$ cat config.mk
export PLATFORM = sky130hd
export DESIGN_NAME = if_stage_flat
export DESIGN_NICKNAME = d
export VERILOG_FILES = /design/src/rtl/sys_defs.sv /design/src/rtl/if_stage_if.sv /design/src/rtl/if_fetch_queue.sv /design/src/rtl/if_stage.sv /design/src/flat_wrapper.sv
export SDC_FILE = /design/constraint.sdc
export NUM_CORES = 1
export LEC_CHECK = 0
export BUFFER_PORTS_ARGS = -buffer_cell sky130_fd_sc_hd__clkbuf_2
export CORE_MARGIN = 3
export CORE_UTILIZATION = 50
export CTS_BUF_LIST = sky130_fd_sc_hd__clkbuf_8
export CTS_CLUSTER_SIZE = 12
export DETAILED_ROUTE_END_ITERATION = 12
export PLACE_DENSITY_LB_ADDON = 0.2
export SETUP_SLACK_MARGIN = 0.02
export SYNTH_ARGS = -nofsm -noshare
export SYNTH_HDL_FRONTEND = slang
export SYNTH_SLANG_ARGS = --single-unit
$ cat constraint.sdc
create_clock -name clk -period 5.3 [get_ports clk]
set_input_delay 0.53 -clock clk [delete_from_list [all_inputs] [get_ports clk]]
set_output_delay 0.53 -clock clk [all_outputs]
set_load 0.01 [all_outputs]
$ cat src/rtl/sys_defs.sv
// rtl/sys_defs.sv - shared fetch-stage types and constants
package sys_defs;

    localparam logic [31:0] NOP_INST = 32'h0000_0013;

    typedef struct packed {
        logic [31:0] ir;
        logic [31:0] pc;
    } fq_entry_t;

    typedef enum logic {
        IF_RUN,
        IF_DRAIN
    } fetch_state_e;

    function automatic logic [31:0] align_pc(input logic [31:0] addr);
        return addr & 32'hFFFF_FFFC;
    endfunction

endpackage

$ cat src/rtl/if_stage_if.sv
// rtl/if_stage_if.sv - fetch stage bundle: control inputs, imem channels, IF/ID register
interface if_stage_if;
    logic        id_stall_flag;
    logic        ex_take_branch;
    logic [31:0] ex_target_pc;
    logic        imem_req_valid;
    logic [31:0] imem_req_addr;
    logic        imem_req_ready;
    logic        imem_rsp_valid;
    logic [31:0] imem_rsp_data;
    logic [31:0] if_id_IR;
    logic [31:0] if_id_PC;
    logic        if_id_valid_inst;

    modport master (
        input  id_stall_flag, ex_take_branch, ex_target_pc,
        input  imem_req_ready, imem_rsp_valid, imem_rsp_data,
        output imem_req_valid, imem_req_addr,
        output if_id_IR, if_id_PC, if_id_valid_inst
    );

    modport slave (
        output id_stall_flag, ex_take_branch, ex_target_pc,
        output imem_req_ready, imem_rsp_valid, imem_rsp_data,
        input  imem_req_valid, imem_req_addr,
        input  if_id_IR, if_id_PC, if_id_valid_inst
    );
endinterface

$ cat src/rtl/if_fetch_queue.sv
// rtl/if_fetch_queue.sv - power-of-2 FIFO of fetched instructions; flush beats push
module if_fetch_queue
    import sys_defs::*;
#(
    parameter int DEPTH = 2
) (
    input  logic                   clk,
    input  logic                   rst,
    input  logic                   push,
    input  fq_entry_t              wdata,
    input  logic                   pop,
    input  logic                   flush,
    output fq_entry_t              rdata,
    output logic [$clog2(DEPTH):0] count
);
    localparam int          AW     = $clog2(DEPTH);
    localparam logic [AW:0] FULL_C = (AW+1)'(DEPTH);

    fq_entry_t     mem_q [DEPTH];
    logic [AW-1:0] wr_q, wr_d, rd_q, rd_d;
    logic [AW:0]   cnt_q, cnt_d;
    logic          push_en, pop_en;

    assign pop_en  = pop && (cnt_q != '0);
    assign push_en = push && ((cnt_q != FULL_C) || pop_en);

    always_comb begin
        wr_d  = wr_q;
        rd_d  = rd_q;
        cnt_d = cnt_q;
        if (flush) begin
            wr_d  = '0;
            rd_d  = '0;
            cnt_d = '0;
        end else begin
            wr_d  = wr_q + AW'(push_en);
            rd_d  = rd_q + AW'(pop_en);
            cnt_d = cnt_q + (AW+1)'(push_en) - (AW+1)'(pop_en);
        end
    end

    always_ff @(posedge clk or negedge rst) begin
        if (!rst) begin
            wr_q  <= '0;
            rd_q  <= '0;
            cnt_q <= '0;
        end else begin
            wr_q  <= wr_d;
            rd_q  <= rd_d;
            cnt_q <= cnt_d;
        end
    end

    always_ff @(posedge clk) begin
        if (push_en && !flush) begin
            mem_q[wr_q] <= wdata;
        end
    end

    assign rdata = mem_q[rd_q];
    assign count = cnt_q;

    // The fetch credit limit makes a push into a full, non-popping queue impossible.
    assert property (@(posedge clk) disable iff (!rst)
        !(push && !flush && !pop_en && (cnt_q == FULL_C)));

endmodule

$ cat src/rtl/if_stage.sv
// rtl/if_stage.sv - RV32 instruction fetch stage feeding IF/ID
// Optional IF_PERF_CNT_EN adds saturating fetched/bubble counters.
module if_stage
    import sys_defs::*;
#(
    parameter logic [31:0] RESET_PC = 32'h0000_0000,
    parameter int          FQ_DEPTH = 2
) (
    input  logic        clk,
    input  logic        rst,
    if_stage_if.master  bus
`ifdef IF_PERF_CNT_EN
    ,
    output logic [31:0] perf_fetched,
    output logic [31:0] perf_bubbles
`endif
);
    localparam int          CW      = $clog2(FQ_DEPTH) + 1;
    localparam logic [CW:0] DEPTH_C = (CW+1)'(FQ_DEPTH);

    logic [31:0]  pc_q, pc_d, rsp_pc_q, rsp_pc_d;
    logic [CW-1:0] outst_q, outst_d, drop_q, drop_d;
    fetch_state_e state_q, state_d;
    logic [31:0]  if_id_ir_q, if_id_ir_d, if_id_pc_q, if_id_pc_d;
    logic         if_id_vld_q, if_id_vld_d;

    logic [CW-1:0] fq_count;
    fq_entry_t     fq_head, fq_wdata;
    logic          fq_push, fq_pop, fq_flush;
    logic [CW:0]   credit_used;
    logic          req_valid, accept;

    assign credit_used = {1'b0, outst_q} + {1'b0, fq_count};
    assign req_valid   = rst && !bus.ex_take_branch && (credit_used < DEPTH_C);
    assign accept      = req_valid && bus.imem_req_ready;

    always_comb begin
        pc_d        = pc_q;
        rsp_pc_d    = rsp_pc_q;
        outst_d     = outst_q;
        drop_d      = drop_q;
        if_id_ir_d  = if_id_ir_q;
        if_id_pc_d  = if_id_pc_q;
        if_id_vld_d = if_id_vld_q;
        fq_push     = 1'b0;
        fq_pop      = 1'b0;
        fq_flush    = 1'b0;
        fq_wdata.ir = bus.imem_rsp_data;
        fq_wdata.pc = rsp_pc_q;
        if (bus.ex_take_branch) begin
            pc_d        = align_pc(bus.ex_target_pc);
            rsp_pc_d    = align_pc(bus.ex_target_pc);
            fq_flush    = 1'b1;
            if_id_ir_d  = NOP_INST;
            if_id_vld_d = 1'b0;
            // outstanding already includes any pending drops, so every remaining response is stale
            outst_d     = outst_q - CW'(bus.imem_rsp_valid);
            drop_d      = outst_q - CW'(bus.imem_rsp_valid);
        end else begin
            if (accept) begin
                pc_d = pc_q + 32'd4;
            end
            outst_d = outst_q + CW'(accept) - CW'(bus.imem_rsp_valid);
            if (bus.imem_rsp_valid) begin
                if (state_q == IF_DRAIN) begin
                    drop_d = drop_q - CW'(1);
                end else begin
                    fq_push  = 1'b1;
                    rsp_pc_d = rsp_pc_q + 32'd4;
                end
            end
            if (!bus.id_stall_flag) begin
                if (fq_count != '0) begin
                    fq_pop      = 1'b1;
                    if_id_ir_d  = fq_head.ir;
                    if_id_pc_d  = fq_head.pc;
                    if_id_vld_d = 1'b1;
                end else begin
                    if_id_ir_d  = NOP_INST;
                    if_id_vld_d = 1'b0;
                end
            end
        end
        state_d = (drop_d != '0) ? IF_DRAIN : IF_RUN;
    end

    always_ff @(posedge clk or negedge rst) begin
        if (!rst) begin
            pc_q        <= RESET_PC;
            rsp_pc_q    <= RESET_PC;
            outst_q     <= '0;
            drop_q      <= '0;
            state_q     <= IF_RUN;
            if_id_ir_q  <= NOP_INST;
            if_id_pc_q  <= 32'h0;
            if_id_vld_q <= 1'b0;
        end else begin
            pc_q        <= pc_d;
            rsp_pc_q    <= rsp_pc_d;
            outst_q     <= outst_d;
            drop_q      <= drop_d;
            state_q     <= state_d;
            if_id_ir_q  <= if_id_ir_d;
            if_id_pc_q  <= if_id_pc_d;
            if_id_vld_q <= if_id_vld_d;
        end
    end

    if_fetch_queue #(.DEPTH(FQ_DEPTH)) u_fq (
        .clk   (clk),
        .rst   (rst),
        .push  (fq_push),
        .wdata (fq_wdata),
        .pop   (fq_pop),
        .flush (fq_flush),
        .rdata (fq_head),
        .count (fq_count)
    );

    assign bus.imem_req_valid   = req_valid;
    assign bus.imem_req_addr    = pc_q;
    assign bus.if_id_IR         = if_id_ir_q;
    assign bus.if_id_PC         = if_id_pc_q;
    assign bus.if_id_valid_inst = if_id_vld_q;

`ifdef IF_PERF_CNT_EN
    logic [31:0] perf_fetched_q, perf_fetched_d, perf_bubbles_q, perf_bubbles_d;
    logic        if_load;

    assign if_load = bus.ex_take_branch || !bus.id_stall_flag;

    always_comb begin
        perf_fetched_d = perf_fetched_q;
        perf_bubbles_d = perf_bubbles_q;
        if (if_load && if_id_vld_d && (perf_fetched_q != '1)) begin
            perf_fetched_d = perf_fetched_q + 32'd1;
        end
        if (if_load && !if_id_vld_d && !bus.id_stall_flag && (perf_bubbles_q != '1)) begin
            perf_bubbles_d = perf_bubbles_q + 32'd1;
        end
    end

    always_ff @(posedge clk or negedge rst) begin
        if (!rst) begin
            perf_fetched_q <= '0;
            perf_bubbles_q <= '0;
        end else begin
            perf_fetched_q <= perf_fetched_d;
            perf_bubbles_q <= perf_bubbles_d;
        end
    end

    assign perf_fetched = perf_fetched_q;
    assign perf_bubbles = perf_bubbles_q;
`endif

endmodule

$ cat src/flat_wrapper.sv
// flat-port wrapper written by rule: the top's interface ports become plain ports
module if_stage_flat import sys_defs::*;
#(
    parameter logic [31:0] RESET_PC = 32'h0000_0000,
    parameter int          FQ_DEPTH = 2
)
  (clk, rst, bus_id_stall_flag, bus_ex_take_branch, bus_ex_target_pc, bus_imem_req_ready, bus_imem_rsp_valid, bus_imem_rsp_data, bus_imem_req_valid, bus_imem_req_addr, bus_if_id_IR, bus_if_id_PC, bus_if_id_valid_inst);
  if_stage_if bus_i ();
  input  logic clk;
  input  logic rst;
  input wire logic [$bits(bus_i.id_stall_flag)-1:0] bus_id_stall_flag;
  input wire logic [$bits(bus_i.ex_take_branch)-1:0] bus_ex_take_branch;
  input wire logic [$bits(bus_i.ex_target_pc)-1:0] bus_ex_target_pc;
  input wire logic [$bits(bus_i.imem_req_ready)-1:0] bus_imem_req_ready;
  input wire logic [$bits(bus_i.imem_rsp_valid)-1:0] bus_imem_rsp_valid;
  input wire logic [$bits(bus_i.imem_rsp_data)-1:0] bus_imem_rsp_data;
  output wire logic [$bits(bus_i.imem_req_valid)-1:0] bus_imem_req_valid;
  output wire logic [$bits(bus_i.imem_req_addr)-1:0] bus_imem_req_addr;
  output wire logic [$bits(bus_i.if_id_IR)-1:0] bus_if_id_IR;
  output wire logic [$bits(bus_i.if_id_PC)-1:0] bus_if_id_PC;
  output wire logic [$bits(bus_i.if_id_valid_inst)-1:0] bus_if_id_valid_inst;
  assign bus_i.id_stall_flag = bus_id_stall_flag;
  assign bus_i.ex_take_branch = bus_ex_take_branch;
  assign bus_i.ex_target_pc = bus_ex_target_pc;
  assign bus_i.imem_req_ready = bus_imem_req_ready;
  assign bus_i.imem_rsp_valid = bus_imem_rsp_valid;
  assign bus_i.imem_rsp_data = bus_imem_rsp_data;
  assign bus_imem_req_valid = bus_i.imem_req_valid;
  assign bus_imem_req_addr = bus_i.imem_req_addr;
  assign bus_if_id_IR = bus_i.if_id_IR;
  assign bus_if_id_PC = bus_i.if_id_PC;
  assign bus_if_id_valid_inst = bus_i.if_id_valid_inst;
  if_stage #(.RESET_PC(RESET_PC), .FQ_DEPTH(FQ_DEPTH)) u_core (.clk(clk), .rst(rst), .bus(bus_i));
endmodule
Word level (Yosys, flattened, before mapping)
Memories as Yosys holds them, arrays and structs flattened. Cells that the tools add are included.

Bits in registers: 138. Memory bits (writable): 128. Input port bits: 70. Output and inout bits: 98. Logic and storage cells: 71. Memories: 1.

Memory list: u_core.u_fq.mem_q (depth 2, bits a word 64, read ports 1, clocked after memory_dff 0, write ports 1, line if_fetch_queue.sv:19) `fq_entry_t mem_q [DEPTH];`.

Add/sub/neg operators: 11. $lt $le $gt $ge: 1. Eq/ne operators: 3. Multiplexer cells: 27. Bitwise operators: 2. Reductions and logical operators: 15.

Operators with widths (number): 32-bit two-way mux (8); 32-bit by 3-bit adder with 32-bit output, second input constant (2); 1-bit two-way mux (14); 2-bit two-way mux (5); 2-bit nonzero test (4); 1-bit logical AND (6); 2-bit by 1-bit subtractor with 2-bit output (3); 2-bit by 1-bit adder with 2-bit output (2); 2-bit inequality test, second input constant (2); 2-bit by 2-bit adder with 3-bit output (1); 3-bit by 2-bit less-than comparator with 1-bit output, second input constant (1); 3-bit AND reduction (1); 1-bit adder (2); 1-bit logical NOT (2); 2-bit by 1-bit inequality test with 1-bit output, second input constant (1); 1-bit NOT (2); 2-bit AND reduction (1); 2-bit by 1-bit subtractor with 2-bit output, second input constant (1); 1-bit logical OR (1).

Longest topological paths before layout
Depth after elaboration: 10. Depth in mapped cells: 10. Mapped depth without buffers: 9.

Cells and area by module
A second synthesis with hierarchy kept.

Cells, all modules: 876. Area total of the unflattened synthesis: 11173.2 µm².

Modules (own cells, without submodules): if_stage (times used 1, cells each 656, area each 6302.3 µm²); if_fetch_queue (times used 1, cells each 220, area each 4870.9 µm²).

Least setup slack after synthesis
OpenSTA, ideal clock, no wires.

Path kind: input to register. Start: input bus_imem_rsp_valid. End: memory u_core.u_fq.mem_q[0][10] (netlist bit), enable pin. Arrival: 3.736 ns. Required time: 4.816 ns. Slack: 1.080 ns. Stages on the path: 4. Path buffers: 1. Cells stage by stage: nor2b_1 -> buf_2 -> o211ai_1 -> nor2_1.

Word-level cells in the longest chain between the ends: 6.

Ends and longest elaborated chain: start: declaration (line flat_wrapper.sv:15) `input wire logic [$bits(bus_i.imem_rsp_valid)-1:0] bus_imem_rsp_valid;`; 1-bit two-way mux (line if_stage.sv:64) `if (bus.imem_rsp_valid) begin`; 1-bit two-way mux (line if_stage.sv:50) `if (bus.ex_take_branch) begin`; 1-bit logical AND (line if_fetch_queue.sv:25) `assign push_en = push && ((cnt_q != FULL_C) || pop_en);`; 1-bit logical AND (line if_fetch_queue.sv:55) `if (push_en && !flush) begin`; 1-bit two-way mux (line if_fetch_queue.sv:55); 1-bit two-way mux (implied by the code) (line if_fetch_queue.sv:56) `mem_q[wr_q] <= wdata;`; end: declaration (line if_fetch_queue.sv:19).

No other way between the ends.

Worst setup path in the final report
Start: register u_core.u_fq.cnt_q[0] (netlist: u_core.u_fq.count[0]). End: register u_core.pc_q[24] (netlist: u_core.bus.imem_req_addr[24]).

Word-level cells in the longest chain between the ends: 5.

Ends and longest elaborated chain: start: declaration (line if_fetch_queue.sv:21) `logic [AW:0] cnt_q, cnt_d;`; start signal: assignment (line if_fetch_queue.sv:50) `cnt_q <= cnt_d;`; 2-bit by 2-bit adder with 3-bit output (line if_stage.sv:33) `assign credit_used = {1'b0, outst_q} + {1'b0, fq_count};`; 3-bit by 2-bit less-than comparator with 1-bit output (line if_stage.sv:34) `assign req_valid = rst && !bus.ex_take_branch && (credit_used < DEPTH_C);`; 1-bit logical AND (line if_stage.sv:34); 1-bit logical AND (line if_stage.sv:35) `assign accept = req_valid && bus.imem_req_ready;`; 2-bit nonzero test (no line); end signal: assignment (line if_stage.sv:98) `pc_q <= pc_d;`; end: declaration (line if_stage.sv:21) `logic [31:0] pc_q, pc_d, rsp_pc_q, rsp_pc_d;`.

No other way between the ends. A chain may end at the register's enable or synchronous reset.

==> metrics.txt <==
Clock Power Share 33.4%; Comb power frac 15.2%; share of layout cells above drive strength 1 23.7%; worst hold-check path type primary input to register; most frequent cells after synthesis 129 x dfrtp_1, 125 x nand2_1, 124 x edfxtp_1; met3 GRT Util 4.55%; post-CTS setup repair buffer count 0; top cells by area, synth edfxtp_1 36%, dfrtp_1 31%, mux2i_1 6.0%; Post-Syn Instances 828; Util after Layout 60.7%; Max Fclk 277 MHz; vias per cell 5.38; MaxCap Viol Count 0; post-synthesis cell area 0.0105 mm2; critical path class register to register; final worst-path setup slack 1.69 ns; buffer depth of the longest clock path 3; skew final 0.0130 ns; largest net degree at the start of global routing 92; CP arrival 3.99 ns; main flop type after synthesis dfrtp_1; CTS Buf Count 42; final hold slack 0.197 ns; register area share after synthesis 67.1%; Leak 5.01 nW; post-route cell area 0.0124 mm2; routed vias 7042; setup tns final 0 ns; crit path max fanout 21; DRC violations left 0; Post-CTS Hold Buffers 1; Slew Viols, Final 0; Synth top area share 35.5%; RSZ-0062 raised after global routing no; CP max-delay cell inv_1; Clock Sinks 256; DR pass1 iterations 5; Critical Path, Cell by Cell and2_1 -> fa_1 -> or4b_4 -> inv_2 -> nand2_1 -> inv_1 -> nand3_1 -> o211ai_1 -> o311ai_0; Max IR drop VDD 0.000267 V; CP Capture Type register; Synth Register Bits 256; setup violators final 0; global-route wire length before repair 35800 um; TritonCTS clock tree built; Tcrit/Tclk final 68.1%; P per Cell Area 397 mW/mm2; synthesized area per cell 12.7 um2; Synth Area in Adders 0.908%; area share of and/or/nand/nor cells after synthesis 11.7%; Post-Synth XOR/XNOR Area 3.01%; Core Region 0.0204 mm2; Most Crowded Layer GR met2; Yosys cell types 56; clk_lat worst skew 0.53 ns; NetSw 1.37 mW; EDFF count, synth 124; clk slew on worst S/H paths 0.06 ns; pre-CTS worst setup slack 1.72 ns; Root Driver clkbuf_8; Placer Congestion 0.895; dpl hpwl 14800 um; total number of H-tree levels 2; Wirelength per Cell 17.0 um; crit path launch type register; Period minus WS final 3.61 ns; Critical path buffers and inverters 2; GRT overflow 0; main combinational cell family by area after synthesis simple AND/OR/NAND/NOR gates; antenna-violating nets left 0; Pint 3.55 mW; Port Buffers 161; most frequent cell after synthesis dfrtp_1; Fin. Hold Viols 0; GR Util met2 30.4%; Worst Path Required 5.68 ns; die span in y 151 um; area grow syn2layout 18.4%; die area 0.0227 mm2; Power Total 4.92 mW; num ports 168; yosys warns 0; Total GRT Usage 19.9%; DRT iter0 DRCs 422; Sw Share 27.8%; DP Cell Count 1232; final wirelength 22200 um; die span in x 151 um; crit-path leading delay family simple AND/OR/NAND/NOR gates; starting density of the core 51.3%; Final #Nets 1084; multiplexer share of the synthesized area 6.23%; placed instance area 0.0116 mm2; Worst slew margin 34.1%; Non-Filler Instances 1310; Antenna Cells 0; PostCTS Resize Cnt 0; vias in the first global route 6876; post-synth top area cell edfxtp_1; Worst-Margin Slew 0.989 ns; status finished, final reports clean; Post-synth ARST share 51.6%; Synth Area in Compound Gates 8.61%; max incr delay on CP 0.59 ns; Flop pwr share 51.4%; Site Rows 52; initial antenna violation count 0; met1 usage 28.7%
-- metal layers --
| layer | up-vias | part of all wire (%) |
|---|---|---|
| met5 | - | 0 |
| met4 | 0 | 1.8 |
| met3 | 32 | 8.3 |
| met2 | 265 | 45 |
| met1 | 3367 | 45 |
| li1 | 3378 | - |
-- placed cells by master (no fill, tap or decap), drive strengths merged, types with 2 or more instances in the layout --
cell	synthesis	layout
and2	2	2
or3	4	4
nand2	125	125
and3	7	7
xor2	11	11
xnor2	25	25
clkinv	0	14
inv	22	36
mux2i	63	63
a21o	2	2
or4	3	3
nand3	29	29
or2	2	2
bufinv	0	2
buf	16	10
a31oi	3	3
dfrtp	129	129
nand4	18	18
or4b	2	2
and4	4	4
nor3	6	6
nor2	26	26
o21ai	97	97
o211ai	16	16
clkbuf	23	207
nor4	13	13
mux2	2	2
conb	1	4
a21oi	13	13
o311ai	13	13
ha	6	6
dfstp	3	3
nor2b	4	4
edfxtp	124	124
a31o	2	2
-- cell families (layout without fill, tap and decap cells) --
kind of cell             count (synthesis)  in the layout
multiplexers                            65             65
XOR/XNOR                                36             36
adder cells (fa/ha/maj)                  7              7
other                                    1              4
AO/OA/AOI/OAI                          154            154
AND/OR/NAND/NOR                        248            248
buffers and inverters                   61            270
flip-flops                             256            256
-- sequential cells by signal (all words and copies together) (netlist names) --
name                         flops
u_core.state_q                   1
u_core.bus.if_id_valid_inst      1
u_core.drop_q                    2
u_core.u_fq.wr_q                 1
u_core.outst_q                   2
u_core.bus.if_id_PC             30
u_core.bus.if_id_IR             32
u_core.u_fq.mem_q              124
u_core.u_fq.rd_q                 1
u_core.u_fq.count                2
u_core.rsp_pc_q                 30
u_core.bus.imem_req_addr        30
-- final cells by class --
| type | count | area [um2] |
|---|---|---|
| repair buffers | 171 | 902 |
| clock inverters | 30 | 170 |
| multi-input cells | 514 | 3240 |
| clock buffers | 47 | 647 |
| flip-flops and latches | 256 | 7030 |
| fillers | 1691 | 8020 |
| inverters | 22 | 82.6 |
| well taps | 270 | 338 |
-- worst register-to-register path, cell delays in order (launching register included) --
cell      delay, ns
dfrtp_1        0.43
and2_1         0.18
fa_1           0.47
or4b_4         0.58
inv_2          0.11
nand2_1        0.43
inv_1          0.59
nand3_1        0.29
o211ai_1       0.24
o311ai_0       0.14
-- power groups by stage --
stage | logic [mW] | registers [mW] | clock network, mW
final | 0.749 | 2.53 | 1.64
after global routing | 0.846 | 2.57 | 1.79
after CTS | 0.761 | 2.53 | 1.70
after detailed placement | 0.758 | 2.57 | 0
after global placement | 0.745 | 2.56 | 0
after floorplan | 0.359 | 2.60 | 0
-- path summary, 6_finish.rpt --
| check | from | end | slack, ns | cells past startpoint |
|---|---|---|---|---|
| worst max-delay path | u_core.u_fq.count[0]$_DFF_PN0_ | u_core.bus.imem_req_addr[24]$_DFFE_PN0P_ | 1.69 | 9 |
| worst min-delay path | bus_imem_rsp_data[0] | u_core.u_fq.mem_q[1][32]$_DFFE_PP_ | 0.20 | 1 |
| max in group asynchronous | rst | u_core.bus.imem_req_addr[8]$_DFFE_PN0P_ | 3.58 | 3 |
| worst min register to register | u_core.bus.if_id_PC[8]$_DFFE_PN0P_ | u_core.bus.if_id_PC[8]$_DFFE_PN0P_ | 0.47 | 2 |
| worst max register to register | u_core.u_fq.count[0]$_DFF_PN0_ | u_core.bus.imem_req_addr[24]$_DFFE_PN0P_ | 1.69 | 9 |
| min in group asynchronous | rst | u_core.bus.if_id_IR[21]$_DFFE_PN0P_ | 0.45 | 2 |
Note: power is estimated with default switching activity, not from simulation.
